[src/rtl/vga_hsync_monitor_if.sv]
// Port bundle for the hsync monitor: raw hsync in, measured line timing out.
// The monitor uses the slave modport; whatever drives hsync and consumes the timing uses master.
interface vga_hsync_monitor_if #(
  parameter int CNT_W = 12
) ();
  logic             hsync_in;
  logic [CNT_W-1:0] line_period;
  logic [CNT_W-1:0] pulse_width;
  logic             sync_pol;
  logic             meas_valid;
  logic             locked;
  logic             line_start;
  logic             no_signal;

  modport master (
    output hsync_in,
    input  line_period, pulse_width, sync_pol, meas_valid, locked, line_start, no_signal
  );

  modport slave (
    input  hsync_in,
    output line_period, pulse_width, sync_pol, meas_valid, locked, line_start, no_signal
  );
endinterface

[src/rtl/vga_hsync_monitor.sv]
// Measures the incoming hsync period, pulse width and polarity, declares lock, and strobes line starts.
// Optional VGA_HSYNC_MON_DEGLITCH_EN adds a 3-sample stability filter after the synchronizer.
module vga_hsync_monitor #(
  parameter int CNT_W      = 12,
  parameter int LOCK_LINES = 4,
  parameter int TOL        = 2
) (
  input  logic               clk,
  input  logic               rst,
  vga_hsync_monitor_if.slave mon
);
  localparam logic [CNT_W-1:0] CNT_MAX = '1;
  localparam int               MW      = $clog2(LOCK_LINES + 1);
  localparam logic [MW-1:0]    LOCK_N  = MW'(LOCK_LINES);

  typedef enum logic [1:0] {WAIT_RISE, MEAS_HIGH, MEAS_LOW} state_t;

  typedef struct packed {
    logic [CNT_W-1:0] period;
    logic [CNT_W-1:0] width;
    logic             pol;
  } meas_t;

  // ---------------- input path ----------------
  logic sync_q1, sync_q2, lvl, lvl_d;

  always_ff @(posedge clk or posedge rst) begin
    if (rst) begin
      sync_q1 <= 1'b0;
      sync_q2 <= 1'b0;
      lvl_d   <= 1'b0;
    end else begin
      sync_q1 <= mon.hsync_in;
      sync_q2 <= sync_q1;
      lvl_d   <= lvl;
    end
  end

`ifdef VGA_HSYNC_MON_DEGLITCH_EN
  logic [1:0] hist;

  always_ff @(posedge clk or posedge rst) begin
    if (rst) hist <= '0;
    else     hist <= {hist[0], sync_q2};
  end

  // lvl_d doubles as the filter's held level; it only moves after three equal samples.
  assign lvl = (sync_q2 == hist[0] && hist[0] == hist[1]) ? sync_q2 : lvl_d;
`else
  assign lvl = sync_q2;
`endif

  logic rise, fall;
  assign rise = lvl & ~lvl_d;
  assign fall = ~lvl & lvl_d;

  // ---------------- phase FSM ----------------
  state_t           state, state_nxt;
  logic [CNT_W-1:0] high_cnt, high_nxt, low_cnt, low_nxt;
  logic             publish, timeout;

  always_ff @(posedge clk or posedge rst) begin
    if (rst) begin
      state    <= WAIT_RISE;
      high_cnt <= '0;
      low_cnt  <= '0;
    end else begin
      state    <= state_nxt;
      high_cnt <= high_nxt;
      low_cnt  <= low_nxt;
    end
  end

  // Timeout fires on the cycle a counter would step onto its saturation value.
  always_comb begin
    state_nxt = state;
    high_nxt  = high_cnt;
    low_nxt   = low_cnt;
    publish   = 1'b0;
    timeout   = 1'b0;
    case (state)
      WAIT_RISE: begin
        if (rise) begin
          state_nxt = MEAS_HIGH;
          high_nxt  = CNT_W'(1);
        end
      end
      MEAS_HIGH: begin
        if (fall) begin
          state_nxt = MEAS_LOW;
          low_nxt   = CNT_W'(1);
        end else if (high_cnt == CNT_MAX - 1'b1) begin
          timeout   = 1'b1;
          state_nxt = WAIT_RISE;
          high_nxt  = CNT_MAX;
        end else begin
          high_nxt = high_cnt + 1'b1;
        end
      end
      MEAS_LOW: begin
        if (rise) begin
          publish   = 1'b1;
          state_nxt = MEAS_HIGH;
          high_nxt  = CNT_W'(1);
        end else if (low_cnt == CNT_MAX - 1'b1) begin
          timeout   = 1'b1;
          state_nxt = WAIT_RISE;
          low_nxt   = CNT_MAX;
        end else begin
          low_nxt = low_cnt + 1'b1;
        end
      end
      default: state_nxt = WAIT_RISE;
    endcase
  end

  // ---------------- measurement / lock ----------------
  meas_t            meas, meas_new;
  logic [CNT_W:0]   sum;
  logic [CNT_W-1:0] diff;
  logic [MW-1:0]    match_cnt, match_nxt;
  logic             prev_vld, match;
  logic             meas_valid, locked, line_start, no_signal;

  always_comb begin
    sum            = {1'b0, high_cnt} + {1'b0, low_cnt};
    meas_new.period = sum[CNT_W] ? CNT_MAX : sum[CNT_W-1:0];
    meas_new.pol    = (high_cnt < low_cnt);
    meas_new.width  = meas_new.pol ? high_cnt : low_cnt;
    diff  = (meas_new.period >= meas.period) ? meas_new.period - meas.period
                                             : meas.period - meas_new.period;
    match = prev_vld && (diff <= CNT_W'(TOL)) && (meas_new.pol == meas.pol);
    if (!match)                 match_nxt = '0;
    else if (match_cnt == LOCK_N) match_nxt = match_cnt;
    else                        match_nxt = match_cnt + 1'b1;
  end

  always_ff @(posedge clk or posedge rst) begin
    if (rst) begin
      meas       <= '0;
      prev_vld   <= 1'b0;
      match_cnt  <= '0;
      meas_valid <= 1'b0;
      locked     <= 1'b0;
      line_start <= 1'b0;
      no_signal  <= 1'b0;
    end else begin
      meas_valid <= publish;
      line_start <= locked && (meas.pol ? rise : fall);
      if (timeout) begin
        prev_vld  <= 1'b0;
        match_cnt <= '0;
        locked    <= 1'b0;
        no_signal <= 1'b1;
      end else if (publish) begin
        meas      <= meas_new;
        prev_vld  <= 1'b1;
        match_cnt <= match_nxt;
        locked    <= (match_nxt == LOCK_N);
        no_signal <= 1'b0;
      end
    end
  end

  assign mon.line_period = meas.period;
  assign mon.pulse_width = meas.width;
  assign mon.sync_pol    = meas.pol;
  assign mon.meas_valid  = meas_valid;
  assign mon.locked      = locked;
  assign mon.line_start  = line_start;
  assign mon.no_signal   = no_signal;
endmodule

[src/flat_wrapper.sv]
// flat-port wrapper written by rule: the top's interface ports become plain ports
module vga_hsync_monitor_flat 
#(
  parameter int CNT_W      = 12,
  parameter int LOCK_LINES = 4,
  parameter int TOL        = 2
)
  (clk, rst, mon_hsync_in, mon_line_period, mon_pulse_width, mon_sync_pol, mon_meas_valid, mon_locked, mon_line_start, mon_no_signal);
  vga_hsync_monitor_if #(.CNT_W(CNT_W)) mon_i ();
  input  logic clk;
  input  logic rst;
  input wire logic [$bits(mon_i.hsync_in)-1:0] mon_hsync_in;
  output wire logic [$bits(mon_i.line_period)-1:0] mon_line_period;
  output wire logic [$bits(mon_i.pulse_width)-1:0] mon_pulse_width;
  output wire logic [$bits(mon_i.sync_pol)-1:0] mon_sync_pol;
  output wire logic [$bits(mon_i.meas_valid)-1:0] mon_meas_valid;
  output wire logic [$bits(mon_i.locked)-1:0] mon_locked;
  output wire logic [$bits(mon_i.line_start)-1:0] mon_line_start;
  output wire logic [$bits(mon_i.no_signal)-1:0] mon_no_signal;
  assign mon_i.hsync_in = mon_hsync_in;
  assign mon_line_period = mon_i.line_period;
  assign mon_pulse_width = mon_i.pulse_width;
  assign mon_sync_pol = mon_i.sync_pol;
  assign mon_meas_valid = mon_i.meas_valid;
  assign mon_locked = mon_i.locked;
  assign mon_line_start = mon_i.line_start;
  assign mon_no_signal = mon_i.no_signal;
  vga_hsync_monitor #(.CNT_W(CNT_W), .LOCK_LINES(LOCK_LINES), .TOL(TOL)) u_core (.clk(clk), .rst(rst), .mon(mon_i));
endmodule
[config.mk]
export PLATFORM = sky130hd
export DESIGN_NAME = vga_hsync_monitor_flat
export DESIGN_NICKNAME = d
export VERILOG_FILES = /design/src/rtl/vga_hsync_monitor_if.sv /design/src/rtl/vga_hsync_monitor.sv /design/src/flat_wrapper.sv
export SDC_FILE = /design/constraint.sdc
export NUM_CORES = 1
export LEC_CHECK = 0
export BUFFER_PORTS_ARGS = -buffer_cell sky130_fd_sc_hd__buf_2
export CAP_MARGIN = 40
export CORE_MARGIN = 1
export CORE_UTILIZATION = 30
export CTS_CLUSTER_DIAMETER = 30
export DETAILED_ROUTE_END_ITERATION = 8
export SKIP_LAST_GASP = 1
export SYNTH_ARGS = -nofsm -noshare
export SYNTH_HDL_FRONTEND = slang
export SYNTH_SLANG_ARGS = --single-unit
[constraint.sdc]
create_clock -name clk -period 7.8 [get_ports clk]
set_input_delay 1.17 -clock clk [delete_from_list [all_inputs] [get_ports clk]]
set_output_delay 1.17 -clock clk [all_outputs]
set_load 0.05 [all_outputs]
==> results of run 1 <==
-- cells in the final DEF, fill, tap and decap left out, types with 3 or more instances in the layout --
cell / n
a2111oi_0: 3
a21o_1: 9
a21oi_1: 64
a22o_1: 9
a31oi_1: 5
and2_1: 11
and3_1: 10
buf_2: 31
buf_4: 4
clkbuf_16: 9
dfrtp_1: 62
fa_1: 3
ha_1: 57
inv_1: 66
mux2i_1: 5
nand2_1: 81
nand2b_1: 5
nand3_1: 17
nand4_1: 9
nor2_1: 42
nor2b_1: 5
nor3_1: 10
o2111ai_1: 4
o21a_1: 6
o21ai_0: 59
o21ai_1: 3
o21bai_1: 4
o31ai_1: 11
or3_1: 6
xnor2_1: 10
xor2_1: 3
-- where the power goes --
group          internal, W  total, W  leakage [nW]  switching, W
sequential        0.000372  0.000443         0.837     0.0000708
combinational     0.000597   0.00159          1.83      0.000998
clock             0.000261  0.000396         0.142      0.000135
-- synth_stat cells, drive strengths merged, types with 3 or more instances --
cell type / instances
nand2b: 5
or4: 3
o21a: 6
a22o: 9
xor2: 3
o21ai: 62
a221oi: 3
a31oi: 5
and2: 11
dfrtp: 62
ha: 57
nand3: 17
a21o: 9
o31ai: 11
xnor2: 10
fa: 3
buf: 9
clkbuf: 16
nor2: 42
nor2b: 5
and3: 10
nand4: 9
nand2: 82
o21bai: 4
or3: 6
a2111oi: 4
nor3: 12
a21oi: 66
mux2i: 5
o2111ai: 4
inv: 68
-- state kept, by name (all words and copies together) (netlist names) --
name and count:
u_core.low_cnt 12, u_core.high_cnt 12, u_core.mon.locked 1, u_core.mon.sync_pol 1, u_core.mon.no_signal 1, u_core.lvl_d 1, u_core.mon.line_start 1, u_core.mon.meas_valid 1
u_core.state 2, u_core.mon.pulse_width 12, u_core.lvl 1, u_core.match_cnt 3, u_core.mon.line_period 12, u_core.prev_vld 1, u_core.sync_q1 1
-- kinds of logic (layout without fill, tap and decap cells) --
logic type / Yosys count / after routing / share of synthesized area
simple gates: 208 / 208 / 0.190
compound gates: 207 / 207 / 0.256
buf+inv: 93 / 117 / 0.0701
flops: 62 / 62 / 0.299
fa+ha+maj: 60 / 60 / 0.149
xor+xnor: 13 / 13 / 0.0219
mux: 7 / 7 / 0.0140
-- layer usage --
metal  track usage  vias to the layer above  part of all wire  wire length [µm]
met3        0.0278                       18             0.043               562
li1              -                     2330                 -                 -
met1         0.211                     2204              0.49              6450
met5             0                        -                 0                 0
met2         0.242                      124              0.45              5960
met4        0.0455                        0             0.016               212
-- worst min path at each step --
stage / start / to
CTS: u_core.sync_q1$_DFF_PP0_ / u_core.lvl$_DFF_PP0_
global placement: u_core.sync_q1$_DFF_PP0_ / u_core.lvl$_DFF_PP0_
global route: u_core.sync_q1$_DFF_PP0_ / u_core.lvl$_DFF_PP0_
detailed placement: u_core.sync_q1$_DFF_PP0_ / u_core.lvl$_DFF_PP0_
finish: u_core.sync_q1$_DFF_PP0_ / u_core.lvl$_DFF_PP0_
floorplan: u_core.sync_q1$_DFF_PP0_ / u_core.lvl$_DFF_PP0_
-- area by class of cell --
cell class	count	area (µm²)
timing repair buffer	35	185
inverter	68	255
fill	1763	10900
tap	220	275
sequential	62	1550
clock inverter	1	30.0
clock buffer	13	260
multi-input combinational	495	3280
-- stage by stage --
step | worst slack [ns] | std cells | hold WS, ns | power [W]
floorplan | 3.14 | 650 | 0.331 | 0.00168
global placement | 2.63 | 880 | 0.335 | 0.00203
detailed placement | 2.50 | 880 | 0.347 | 0.00202
CTS | 2.44 | 894 | 0.358 | 0.00243
global route | 1.88 | 894 | 0.363 | 0.00264
finish | 2.40 | 894 | 0.353 | 0.00243
==> impl_metrics.prom, run 1 <==
# TYPE chip_impl_metric gauge
chip_impl_info{name="crit_slowest_cell",value="dfrtp_1"} 1
chip_impl_metric{name="timing.critical_path.buf_inv",unit=""} 1
chip_impl_metric{name="finalWeightedCongestion",unit=""} 0.907
chip_impl_metric{name="max-vdd-ir-drop",unit="mV"} 0.354
chip_impl_metric{name="place_hpwl",unit="mm"} 10.0
chip_impl_metric{name="final_worst_path_cycle_share",unit=""} 0.692
chip_impl_metric{name="drv_cap",unit=""} 0
chip_impl_metric{name="critical_path.max_fanout",unit=""} 15
chip_impl_metric{name="grt_overflow",unit=""} 0
chip_impl_metric{name="timing.reg2reg.worst_path_depth",unit=""} 21
chip_impl_metric{name="grt_use_total",unit=""} 0.153
chip_impl_metric{name="drive_gt1_frac",unit=""} 0.0905
chip_impl_metric{name="period_minus_slack",unit="ns"} 5.40
chip_impl_metric{name="number_of_i_o_port_buffers",unit=""} 31
chip_impl_metric{name="route.vias.total",unit=""} 4676
chip_impl_metric{name="clock_insertion_delay_worst_skew",unit="ns"} 0.33
chip_impl_metric{name="initial_core_util",unit=""} 0.310
chip_impl_metric{name="slew_headroom",unit=""} 0.393
chip_impl_metric{name="postRouteAntennaNets",unit=""} 0
chip_impl_metric{name="setup_viol",unit=""} 0
chip_impl_info{name="timing.critical_path.max_delay_family",value="compound AO/OA/AOI/OAI gates"} 1
chip_impl_metric{name="timing.critical_path.required",unit="ns"} 8.04
chip_impl_metric{name="clock_tree.htree_level_count",unit=""} 3
chip_impl_metric{name="cts_setup_buffers",unit=""} 0
chip_impl_metric{name="antenna_violations_before_repair",unit=""} 0
chip_impl_metric{name="seq_area_frac_synth",unit=""} 0.299
chip_impl_metric{name="post-route-cell-area",unit="mm²"} 0.00584
chip_impl_metric{name="cts.repair.resized",unit=""} 0
chip_impl_info{name="critical_path.reg2reg.endpoint",value="u_core.mon.locked$_DFFE_PP0P_"} 1
chip_impl_metric{name="grt_pass1_vias",unit=""} 4305
chip_impl_info{name="cp-startpoint",value="u_core.low_cnt[0]$_DFFE_PP0P_"} 1
chip_impl_metric{name="yosysWarnings",unit=""} 0
chip_impl_info{name="min_path_type",value="register to register"} 1
chip_impl_metric{name="drt_iter0_markers",unit=""} 285
chip_impl_metric{name="die_w",unit="µm"} 134
chip_impl_metric{name="timing_max_transition_violations_final",unit=""} 0
chip_impl_metric{name="worstHoldPathCells",unit=""} 0
chip_impl_metric{name="async_flop_share",unit=""} 1.00
chip_impl_metric{name="design.die.area",unit="mm²"} 0.0179
chip_impl_metric{name="clock-sinks",unit=""} 62
chip_impl_metric{name="number_of_antenna_repair_diodes",unit=""} 0
chip_impl_metric{name="max_freq",unit="GHz"} 0.185
chip_impl_metric{name="wire_per_inst",unit="µm"} 14.7
chip_impl_metric{name="placement.cell_area",unit="mm²"} 0.00555
chip_impl_metric{name="cp.arrival",unit="ns"} 5.64
chip_impl_metric{name="design.portCount",unit=""} 32
chip_impl_metric{name="postSynthCellCount",unit=""} 650
chip_impl_metric{name="fin_nets",unit=""} 734
chip_impl_metric{name="clock_skew",unit="ns"} 0.00705
chip_impl_metric{name="number_of_buffers_added_to_fix_hold_violations_after_cts",unit=""} 0
chip_impl_info{name="yosys.area.top_type",value="dfrtp_1"} 1
chip_impl_info{name="worstSetupStartpointType",value="register"} 1
chip_impl_metric{name="worstMarginPinSlew",unit="ns"} 0.902
chip_impl_metric{name="power.density_cell_area",unit="mW/mm²"} 417
chip_impl_metric{name="die_height",unit="µm"} 134
chip_impl_metric{name="global_route_wire_length_before_repair",unit="mm"} 22.0
chip_impl_info{name="critical_path.endpoint_type",value="register"} 1
chip_impl_metric{name="detail_route.vias_per_cell",unit=""} 5.23
chip_impl_info{name="clk_root_buffer_cell",value="clkbuf_16"} 1
chip_impl_info{name="ys_dominant_reg_cell",value="dfrtp_1"} 1
chip_impl_metric{name="max-clock-path-buffers",unit=""} 2
chip_impl_metric{name="wl",unit="mm"} 13.2
chip_impl_metric{name="core_region_area",unit="mm²"} 0.0168
chip_impl_metric{name="path_clk_slew",unit="ns"} 0.05
chip_impl_metric{name="post-route-drc-count",unit=""} 0
chip_impl_metric{name="syn-mean-instance-area",unit="µm²"} 7.99
chip_impl_metric{name="synth_enable_flop_cells",unit=""} 0
chip_impl_metric{name="netlist.area_leader.share",unit=""} 0.299
chip_impl_metric{name="number_of_buffers_created_by_cts",unit=""} 9
chip_impl_metric{name="synthesis.area",unit="mm²"} 0.00520
chip_impl_metric{name="fp-row-count",unit=""} 47
chip_impl_metric{name="finalCoreUtilization",unit=""} 0.348
chip_impl_metric{name="path_depth",unit=""} 21
chip_impl_info{name="crit-reg2reg-launch",value="u_core.low_cnt[0]$_DFFE_PP0P_"} 1
chip_impl_metric{name="rrSetupSlack",unit="ns"} 2.40
chip_impl_metric{name="cp_slowest_stage_delay",unit="ns"} 0.45
chip_impl_metric{name="layout_overhead_on_the_synthesized_area",unit="%"} 12.4
chip_impl_metric{name="yosysUniqueCellTypes",unit=""} 68
chip_impl_metric{name="power.leakage",unit="nW"} 2.81
chip_impl_info{name="setup_repair_after_global_routing_missed_its_margin",value="false"} 1
chip_impl_info{name="synth_top_cells_by_area",value="dfrtp_1 (30%), ha_1 (14%), a21oi_1 (6.2%)"} 1
chip_impl_info{name="crit_chain",value="ha_1 > fa_1 > nand2b_1 > a21o_1 > a21oi_1 > nor2_1 > o31ai_1 > a211oi_1 > o31a_1 > nor2b_1 > inv_1 > ha_1 > nand2b_1 > a21oi_1 > nand2_1 > a311oi_1 > nand3_1 > o311ai_0 > and3_1 > o2111ai_1 > o21ai_1"} 1
chip_impl_metric{name="postSynthRegisterBits",unit=""} 62
chip_impl_metric{name="finalHoldViolCount",unit=""} 0
chip_impl_info{name="endpoint",value="u_core.mon.locked$_DFFE_PP0P_"} 1
chip_impl_info{name="run_status",value="finished clean"} 1
chip_impl_metric{name="grt_start_max_net_pins",unit=""} 63
chip_impl_metric{name="firstDrtPassIters",unit=""} 5
chip_impl_info{name="cts_tree",value="done"} 1
chip_impl_metric{name="syn_nets",unit=""} 713
chip_impl_info{name="crit_path_class",value="register to register"} 1
chip_impl_metric{name="setup-tns-final",unit="ns"} 0
Note: power is estimated with default switching activity, not from simulation.
==> inputs of run 2 (changes only) <==
==> constraint.sdc (replaced) <==
create_clock -name clk -period 5.4 [get_ports clk]
set_input_delay 0.81 -clock clk [delete_from_list [all_inputs] [get_ports clk]]
set_output_delay 0.81 -clock clk [all_outputs]
set_load 0.05 [all_outputs]
==> run 2 against run 1 <==
Clock power is 41% higher. Total power is 49% higher. Fmax is 8.2% higher. Worst hold slack better by 0.0069 ns. Non-clock buffer count is 8 higher. Cell count is 1.1% higher. Global-route usage is 0.25 points higher. Clock skew is 0.0022 ns lower. Cell area is 1.7% higher. Worst setup slack worse by 2.0 ns. Critical path depth is 1 higher. Register-to-register slack worse by 2.0 ns. Critical endpoint is now u_core.match_cnt[2]$_DFFE_PP0P_. Largest cell class unchanged. Largest power group unchanged.
==> impl_metrics.prom, run 2 (synthesis gave the netlist of run 1 again) <==
# TYPE chip_impl_metric gauge
chip_impl_info{name="run_status",value="finished clean"} 1
chip_impl_metric{name="timing.critical_path.buf_inv",unit=""} 1
chip_impl_metric{name="finalHoldViolCount",unit=""} 0
chip_impl_metric{name="number_of_buffers_created_by_cts",unit=""} 9
chip_impl_info{name="timing.critical_path.max_delay_family",value="compound AO/OA/AOI/OAI gates"} 1
chip_impl_metric{name="setup-tns-final",unit="ns"} 0
chip_impl_metric{name="max-vdd-ir-drop",unit="mV"} 0.329
chip_impl_metric{name="global_route_wire_length_before_repair",unit="mm"} 22.2
chip_impl_metric{name="layout_overhead_on_the_synthesized_area",unit="%"} 14.2
chip_impl_metric{name="clock_skew",unit="ns"} 0.00485
chip_impl_metric{name="slew_headroom",unit=""} 0.403
chip_impl_metric{name="design.portCount",unit=""} 32
chip_impl_info{name="crit_slowest_cell",value="dfrtp_2"} 1
chip_impl_metric{name="worstMarginPinSlew",unit="ns"} 0.888
chip_impl_info{name="crit_path_class",value="register to register"} 1
chip_impl_metric{name="antenna_violations_before_repair",unit=""} 0
chip_impl_metric{name="number_of_buffers_added_to_fix_hold_violations_after_cts",unit=""} 0
chip_impl_metric{name="path_clk_slew",unit="ns"} 0.05
chip_impl_info{name="critical_path.endpoint_type",value="register"} 1
chip_impl_info{name="clk_root_buffer_cell",value="clkbuf_16"} 1
chip_impl_metric{name="finalWeightedCongestion",unit=""} 0.892
chip_impl_metric{name="timing_max_transition_violations_final",unit=""} 0
chip_impl_metric{name="wire_per_inst",unit="µm"} 14.8
chip_impl_metric{name="detail_route.vias_per_cell",unit=""} 5.19
chip_impl_metric{name="fin_cells",unit=""} 904
chip_impl_metric{name="clock-sinks",unit=""} 62
chip_impl_metric{name="placed_cells_incl_taps",unit=""} 885
chip_impl_metric{name="max-clock-path-buffers",unit=""} 2
chip_impl_metric{name="grt_overflow",unit=""} 0
chip_impl_metric{name="filler_cell_count",unit=""} 1747
chip_impl_metric{name="number_of_i_o_port_buffers",unit=""} 31
chip_impl_metric{name="postRouteAntennaNets",unit=""} 0
chip_impl_metric{name="grt_use_total",unit=""} 0.155
chip_impl_metric{name="multiInputGateArea",unit="mm²"} 0.00332
chip_impl_metric{name="design.die.area",unit="mm²"} 0.0179
chip_impl_metric{name="post-route-drc-count",unit=""} 0
chip_impl_metric{name="die_height",unit="µm"} 134
chip_impl_metric{name="cp.arrival",unit="ns"} 5.24
chip_impl_metric{name="power.density_cell_area",unit="mW/mm²"} 611
chip_impl_metric{name="number_of_antenna_repair_diodes",unit=""} 0
chip_impl_info{name="mostFrequentLayoutCell",value="nand2_1"} 1
chip_impl_metric{name="max_freq",unit="GHz"} 0.200
chip_impl_metric{name="seqCellArea",unit="mm²"} 0.00155
chip_impl_metric{name="fin_nets",unit=""} 742
chip_impl_metric{name="design_power_total",unit="W"} 0.00363
chip_impl_metric{name="grt_pass1_vias",unit=""} 4346
chip_impl_metric{name="wl",unit="mm"} 13.4
chip_impl_metric{name="place_hpwl",unit="mm"} 10.0
chip_impl_metric{name="drt_iter0_markers",unit=""} 378
chip_impl_metric{name="clock_insertion_delay_worst_skew",unit="ns"} 0.33
chip_impl_metric{name="die_w",unit="µm"} 134
chip_impl_metric{name="grt_start_max_net_pins",unit=""} 63
chip_impl_metric{name="critical_path.max_fanout",unit=""} 7
chip_impl_info{name="mostFrequentLayoutCells",value="nand2_1 (81), inv_1 (66), a21oi_1 (64), dfrtp_1 (61), o21ai_0 (58)"} 1
chip_impl_info{name="worstSetupStartpointType",value="register"} 1
chip_impl_metric{name="fp-row-count",unit=""} 47
chip_impl_info{name="setup_repair_after_global_routing_missed_its_margin",value="false"} 1
chip_impl_info{name="min_path_type",value="register to register"} 1
chip_impl_metric{name="power.leakage",unit="nW"} 2.85
chip_impl_metric{name="drv_cap",unit=""} 0
chip_impl_info{name="cts_tree",value="done"} 1
chip_impl_metric{name="core_region_area",unit="mm²"} 0.0168
chip_impl_metric{name="period_minus_slack",unit="ns"} 4.99
chip_impl_info{name="crit_chain",value="ha_1 > fa_1 > nand2b_1 > a21o_1 > a21oi_1 > nor2_1 > o31ai_2 > a211oi_2 > o31a_1 > and2_1 > ha_1 > inv_1 > fa_1 > a21oi_2 > o2111a_1 > o2111ai_1 > nand2_2 > mux2i_1 > xor2_1 > o2111a_2 > o2111ai_1 > a21oi_1"} 1
chip_impl_metric{name="firstDrtPassIters",unit=""} 5
chip_impl_metric{name="final_worst_path_cycle_share",unit=""} 0.924
chip_impl_metric{name="timing.critical_path.required",unit="ns"} 5.65
chip_impl_metric{name="clock_tree.htree_level_count",unit=""} 3
chip_impl_metric{name="setup_viol",unit=""} 0
chip_impl_metric{name="drive_gt1_frac",unit=""} 0.117
chip_impl_metric{name="route.vias.total",unit=""} 4692
chip_impl_metric{name="initial_core_util",unit=""} 0.310
chip_impl_metric{name="cp_slowest_stage_delay",unit="ns"} 0.45
-- run 2: changes by cell type in the layout (fill, tap and decap cells not counted), moves of 2 or more --
| cell | previous run | this run |
|---|---|---|
| a2111oi_2 | 1 | 3 |
| a2111oi_0 | 3 | 1 |
| clkinv_2 | 0 | 2 |
| buf_4 | 4 | 12 |
-- run 2: path summary, 6_finish.rpt --
check	from	to	slack, ns	cells after the start
setup / recovery	u_core.low_cnt[0]$_DFFE_PP0P_	u_core.match_cnt[2]$_DFFE_PP0P_	0.41	22
hold / removal	u_core.sync_q1$_DFF_PP0_	u_core.lvl$_DFF_PP0_	0.36	0
setup reg to reg	u_core.low_cnt[0]$_DFFE_PP0P_	u_core.match_cnt[2]$_DFFE_PP0P_	0.41	22
hold reg to reg	u_core.sync_q1$_DFF_PP0_	u_core.lvl$_DFF_PP0_	0.36	0
max in group asynchronous	rst	u_core.low_cnt[0]$_DFFE_PP0P_	4.12	3
min in group asynchronous	rst	u_core.mon.no_signal$_DFFE_PP0P_	0.71	3
-- run 2: what timing repair did --
| action | CTS | global route |
|---|---|---|
| resized for setup | 0 | 13 |
| setup buffers | 0 | 3 |
| endpoints found under the setup margin | 0 | 4 |
| hold endpoints to repair | 0 | 0 |
-- run 2: power breakdown --
part / switching [W] / internal, W
logic: 0.00150 / 0.000946
registers: 0.0000871 / 0.000539
clock network: 0.000210 / 0.000346
total: 0.00180 / 0.00183
-- run 2: cell type report --
cell class | count | share of cell area
clock buffers | 13 | 0.0455
multi-input cells | 495 | 0.559
inverters | 68 | 0.0430
repair buffers | 43 | 0.0413
flip-flops and latches | 62 | 0.262
well taps | 220 | 0.0464
clock inverters | 3 | 0.00295
-- run 2: routing by layer --
| metal | up-vias | wire [µm] | global-route usage |
|---|---|---|---|
| met5 | - | 0 | 0 |
| met4 | 0 | 245 | 0.0492 |
| met3 | 21 | 547 | 0.0301 |
| met2 | 118 | 5960 | 0.241 |
| met1 | 2193 | 6600 | 0.216 |
| li1 | 2360 | - | - |
-- run 2: metrics by stage --
step	hold WS [ns]	worst slack, ns	utilization	area, µm²
6_report	0.360	0.410	0.354	5930
4_1_cts	0.362	0.246	0.350	5870
3_5_place_dp	0.350	0.289	0.333	5590
2_1_floorplan	0.331	0.737	-	5200
3_3_place_gp	0.334	0.359	0.333	5590
5_1_grt	0.376	0.00224	0.354	5930
==> inputs of run 3 (changes only) <==
--- a/config.mk
+++ b/config.mk
@@ -5,12 +5,13 @@
 export SDC_FILE = /design/constraint.sdc
 export NUM_CORES = 1
 export LEC_CHECK = 0
-export BUFFER_PORTS_ARGS = -buffer_cell sky130_fd_sc_hd__buf_2
+export BUFFER_PORTS_ARGS = -buffer_cell sky130_fd_sc_hd__buf_4
 export CAP_MARGIN = 40
-export CORE_MARGIN = 1
+export CORE_MARGIN = 2
 export CORE_UTILIZATION = 30
 export CTS_CLUSTER_DIAMETER = 30
 export DETAILED_ROUTE_END_ITERATION = 8
+export MAX_ROUTING_LAYER = met4
 export SKIP_LAST_GASP = 1
 export SYNTH_ARGS = -nofsm -noshare
 export SYNTH_HDL_FRONTEND = slang
==> run 3 against run 2 <==
Wire length up 2.2%. Clock-buffer cell count unchanged. Total power down 1.2%. Fmax about the same. Worst hold slack worse by 0.00099 ns. Critical endpoint unchanged.
==> impl_metrics.prom, run 3 (synthesis gave the netlist of run 1 again) <==
# TYPE chip_impl_metric gauge
chip_impl_metric{name="timing.reg2reg.worst_path_depth",unit=""} 23
chip_impl_metric{name="initial_core_util",unit=""} 0.304
chip_impl_info{name="critical_path.reg2reg.endpoint",value="u_core.match_cnt[2]$_DFFE_PP0P_"} 1
chip_impl_metric{name="max_freq",unit="GHz"} 0.200
chip_impl_info{name="crit_chain",value="inv_2 > ha_1 > nand2b_1 > a21o_1 > a21oi_2 > nor2_1 > o31ai_2 > a211oi_2 > o31a_1 > and2_1 > inv_1 > ha_1 > inv_1 > fa_2 > a21o_1 > a221oi_4 > xnor2_1 > nor4b_2 > o2111ai_1 > nand3_1 > and3_1 > o2111ai_1 > a21oi_1"} 1
chip_impl_metric{name="design_power_total",unit="W"} 0.00358
chip_impl_metric{name="max-vdd-ir-drop",unit="mV"} 0.389
chip_impl_metric{name="detail_route.vias_per_cell",unit=""} 5.18
chip_impl_metric{name="number_of_buffers_added_to_fix_hold_violations_after_cts",unit=""} 0
chip_impl_metric{name="globalRouteMet2Util",unit=""} 0.246
chip_impl_metric{name="setup_viol",unit=""} 0
chip_impl_metric{name="core_region_area",unit="mm²"} 0.0171
chip_impl_metric{name="clock_insertion_delay_worst_skew",unit="ns"} 0.34
chip_impl_metric{name="path_clk_slew",unit="ns"} 0.05
chip_impl_metric{name="design.portCount",unit=""} 32
chip_impl_metric{name="max-clock-path-buffers",unit=""} 2
chip_impl_metric{name="wire_per_inst",unit="µm"} 15.0
chip_impl_metric{name="grt_start_max_net_pins",unit=""} 63
chip_impl_metric{name="power.density_cell_area",unit="mW/mm²"} 596
chip_impl_info{name="crit-reg2reg-launch",value="u_core.low_cnt[2]$_DFFE_PP0P_"} 1
chip_impl_metric{name="number_of_antenna_repair_diodes",unit=""} 0
chip_impl_metric{name="place_hpwl",unit="mm"} 10.3
chip_impl_metric{name="cts_setup_buffers",unit=""} 0
chip_impl_metric{name="cp_slowest_stage_delay",unit="ns"} 0.41
chip_impl_metric{name="route.vias.total",unit=""} 4695
chip_impl_metric{name="fin_nets",unit=""} 740
chip_impl_metric{name="grt_pass1_vias",unit=""} 4365
chip_impl_metric{name="timing.critical_path.required",unit="ns"} 5.66
chip_impl_metric{name="drive_gt1_frac",unit=""} 0.117
chip_impl_info{name="clk_root_buffer_cell",value="clkbuf_16"} 1
chip_impl_metric{name="finalCoreUtilization",unit=""} 0.352
chip_impl_metric{name="timing_max_transition_violations_final",unit=""} 0
chip_impl_metric{name="groute.layer.met1.usage",unit=""} 0.212
chip_impl_metric{name="final_worst_path_cycle_share",unit=""} 0.924
chip_impl_metric{name="die_height",unit="µm"} 136
chip_impl_info{name="grt_most_used_layer",value="met2"} 1
chip_impl_metric{name="critical_path.max_fanout",unit=""} 7
chip_impl_metric{name="number_of_i_o_port_buffers",unit=""} 31
chip_impl_metric{name="number_of_buffers_created_by_cts",unit=""} 9
chip_impl_metric{name="fp-row-count",unit=""} 48
chip_impl_metric{name="design.die.area",unit="mm²"} 0.0184
chip_impl_metric{name="die_w",unit="µm"} 136
chip_impl_metric{name="worstHoldPathCells",unit=""} 0
chip_impl_metric{name="worstMarginPinSlew",unit="ns"} 0.818
chip_impl_metric{name="postRouteAntennaNets",unit=""} 0
chip_impl_metric{name="wl",unit="mm"} 13.6
chip_impl_info{name="cts_tree",value="done"} 1
chip_impl_info{name="min_path_type",value="register to register"} 1
chip_impl_info{name="worst_hold_launch",value="u_core.sync_q1$_DFF_PP0_"} 1
chip_impl_info{name="run_status",value="finished clean"} 1
chip_impl_metric{name="drt_iter0_markers",unit=""} 287
chip_impl_info{name="worstSetupStartpointType",value="register"} 1
chip_impl_info{name="mostFrequentLayoutCells",value="nand2_1 (81), inv_1 (65), a21oi_1 (63), o21ai_0 (59), dfrtp_1 (59)"} 1
chip_impl_info{name="crit_path_class",value="register to register"} 1
chip_impl_metric{name="finalHoldViolCount",unit=""} 0
chip_impl_metric{name="clock-sinks",unit=""} 62
chip_impl_metric{name="antenna_violations_before_repair",unit=""} 0
chip_impl_metric{name="cp.arrival",unit="ns"} 5.25
chip_impl_metric{name="grt_overflow",unit=""} 0
chip_impl_metric{name="rrSetupSlack",unit="ns"} 0.41
chip_impl_metric{name="clock_tree.htree_level_count",unit=""} 3
chip_impl_info{name="mostFrequentLayoutCell",value="nand2_1"} 1
chip_impl_metric{name="clock_skew",unit="ns"} 0.00669
chip_impl_metric{name="global_route_wire_length_before_repair",unit="mm"} 22.4
chip_impl_metric{name="cts.repair.resized",unit=""} 0
chip_impl_metric{name="power.leakage",unit="nW"} 2.84
chip_impl_info{name="min_to",value="u_core.lvl$_DFF_PP0_"} 1
chip_impl_metric{name="global_route.usage.met3",unit=""} 0.0299
chip_impl_info{name="crit_slowest_cell",value="dfrtp_2"} 1
chip_impl_info{name="critical_path.endpoint_type",value="register"} 1
chip_impl_metric{name="drv_cap",unit=""} 0
chip_impl_metric{name="layout_overhead_on_the_synthesized_area",unit="%"} 15.8
chip_impl_metric{name="post-route-drc-count",unit=""} 0
chip_impl_metric{name="period_minus_slack",unit="ns"} 4.99
chip_impl_metric{name="slew_headroom",unit=""} 0.453
chip_impl_metric{name="firstDrtPassIters",unit=""} 6
chip_impl_metric{name="grt_use_total",unit=""} 0.157
chip_impl_metric{name="finalWeightedCongestion",unit=""} 0.915
run 3: changes by cell type in the layout (fill, tap and decap cells not counted), moves of 2 or more:
cell     change
dfrtp_2      +2
buf_4       +27
buf_2       -31
dfrtp_1      -2
run 3: layout make-up:
type	count	area, µm²
flip-flops and latches	62	1560
repair buffers	41	324
fillers	1840	11100
multi-input cells	495	3310
clock buffers	13	270
clock inverters	3	17.5
well taps	225	282
inverters	68	255
run 3: how the worst max path moves through the flow:
stage,from,to,slack [ns],cells after the start
final,u_core.low_cnt[2]$_DFFE_PP0P_,u_core.match_cnt[2]$_DFFE_PP0P_,0.41,23
after global routing,u_core.low_cnt[2]$_DFFE_PP0P_,u_core.match_cnt[2]$_DFFE_PP0P_,-0.03,23
after CTS,u_core.low_cnt[2]$_DFFE_PP0P_,u_core.match_cnt[2]$_DFFE_PP0P_,0.10,23
after detailed placement,u_core.low_cnt[2]$_DFFE_PP0P_,u_core.match_cnt[2]$_DFFE_PP0P_,0.13,23
after global placement,u_core.low_cnt[2]$_DFFE_PP0P_,u_core.match_cnt[2]$_DFFE_PP0P_,0.25,23
after floorplan,u_core.low_cnt[0]$_DFFE_PP0P_,u_core.match_cnt[2]$_DFFE_PP0P_,0.74,23
run 3: routing by layer:
| layer | vias up | routed length, µm |
|---|---|---|
| met1 | 2215 | 6650 |
| met5 | - | 0 |
| met3 | 13 | 597 |
| met2 | 119 | 6270 |
| met4 | 0 | 131 |
| li1 | 2348 | - |
run 3: where the power goes:
| group | switching, W | total, W | internal (W) | leakage, nW |
|---|---|---|---|---|
| clock | 0.000215 | 0.000562 | 0.000347 | 0.142 |
| sequential | 0.0000937 | 0.000634 | 0.000540 | 0.834 |
| combinational | 0.00147 | 0.00239 | 0.000919 | 1.86 |
| total | 0.00178 | 0.00358 | 0.00181 | 2.84 |
run 3: metrics by stage:
| stage | TNS [ns] | cell area (µm²) | hold slack [ns] | setup slack [ns] | cells |
|---|---|---|---|---|---|
| 3_3_place_gp | 0 | 5660 | 0.335 | 0.246 | 889 |
| 2_1_floorplan | 0 | 5200 | 0.331 | 0.737 | 650 |
| 3_5_place_dp | 0 | 5690 | 0.350 | 0.130 | 891 |
| 5_1_grt | -0.0390 | 6020 | 0.367 | -0.0269 | 907 |
| 4_1_cts | 0 | 5980 | 0.362 | 0.104 | 907 |
| 6_report | 0 | 6020 | 0.359 | 0.412 | 907 |
run 3: critical path, delay by kind of cell, from the launching register on:
family	cells	cell delay [ns]
compound gates	10	2.15
xor+xnor	1	0.15
buf+inv	3	0.18
simple gates	6	1.13
fa+ha+maj	3	0.87
flops	1	0.41
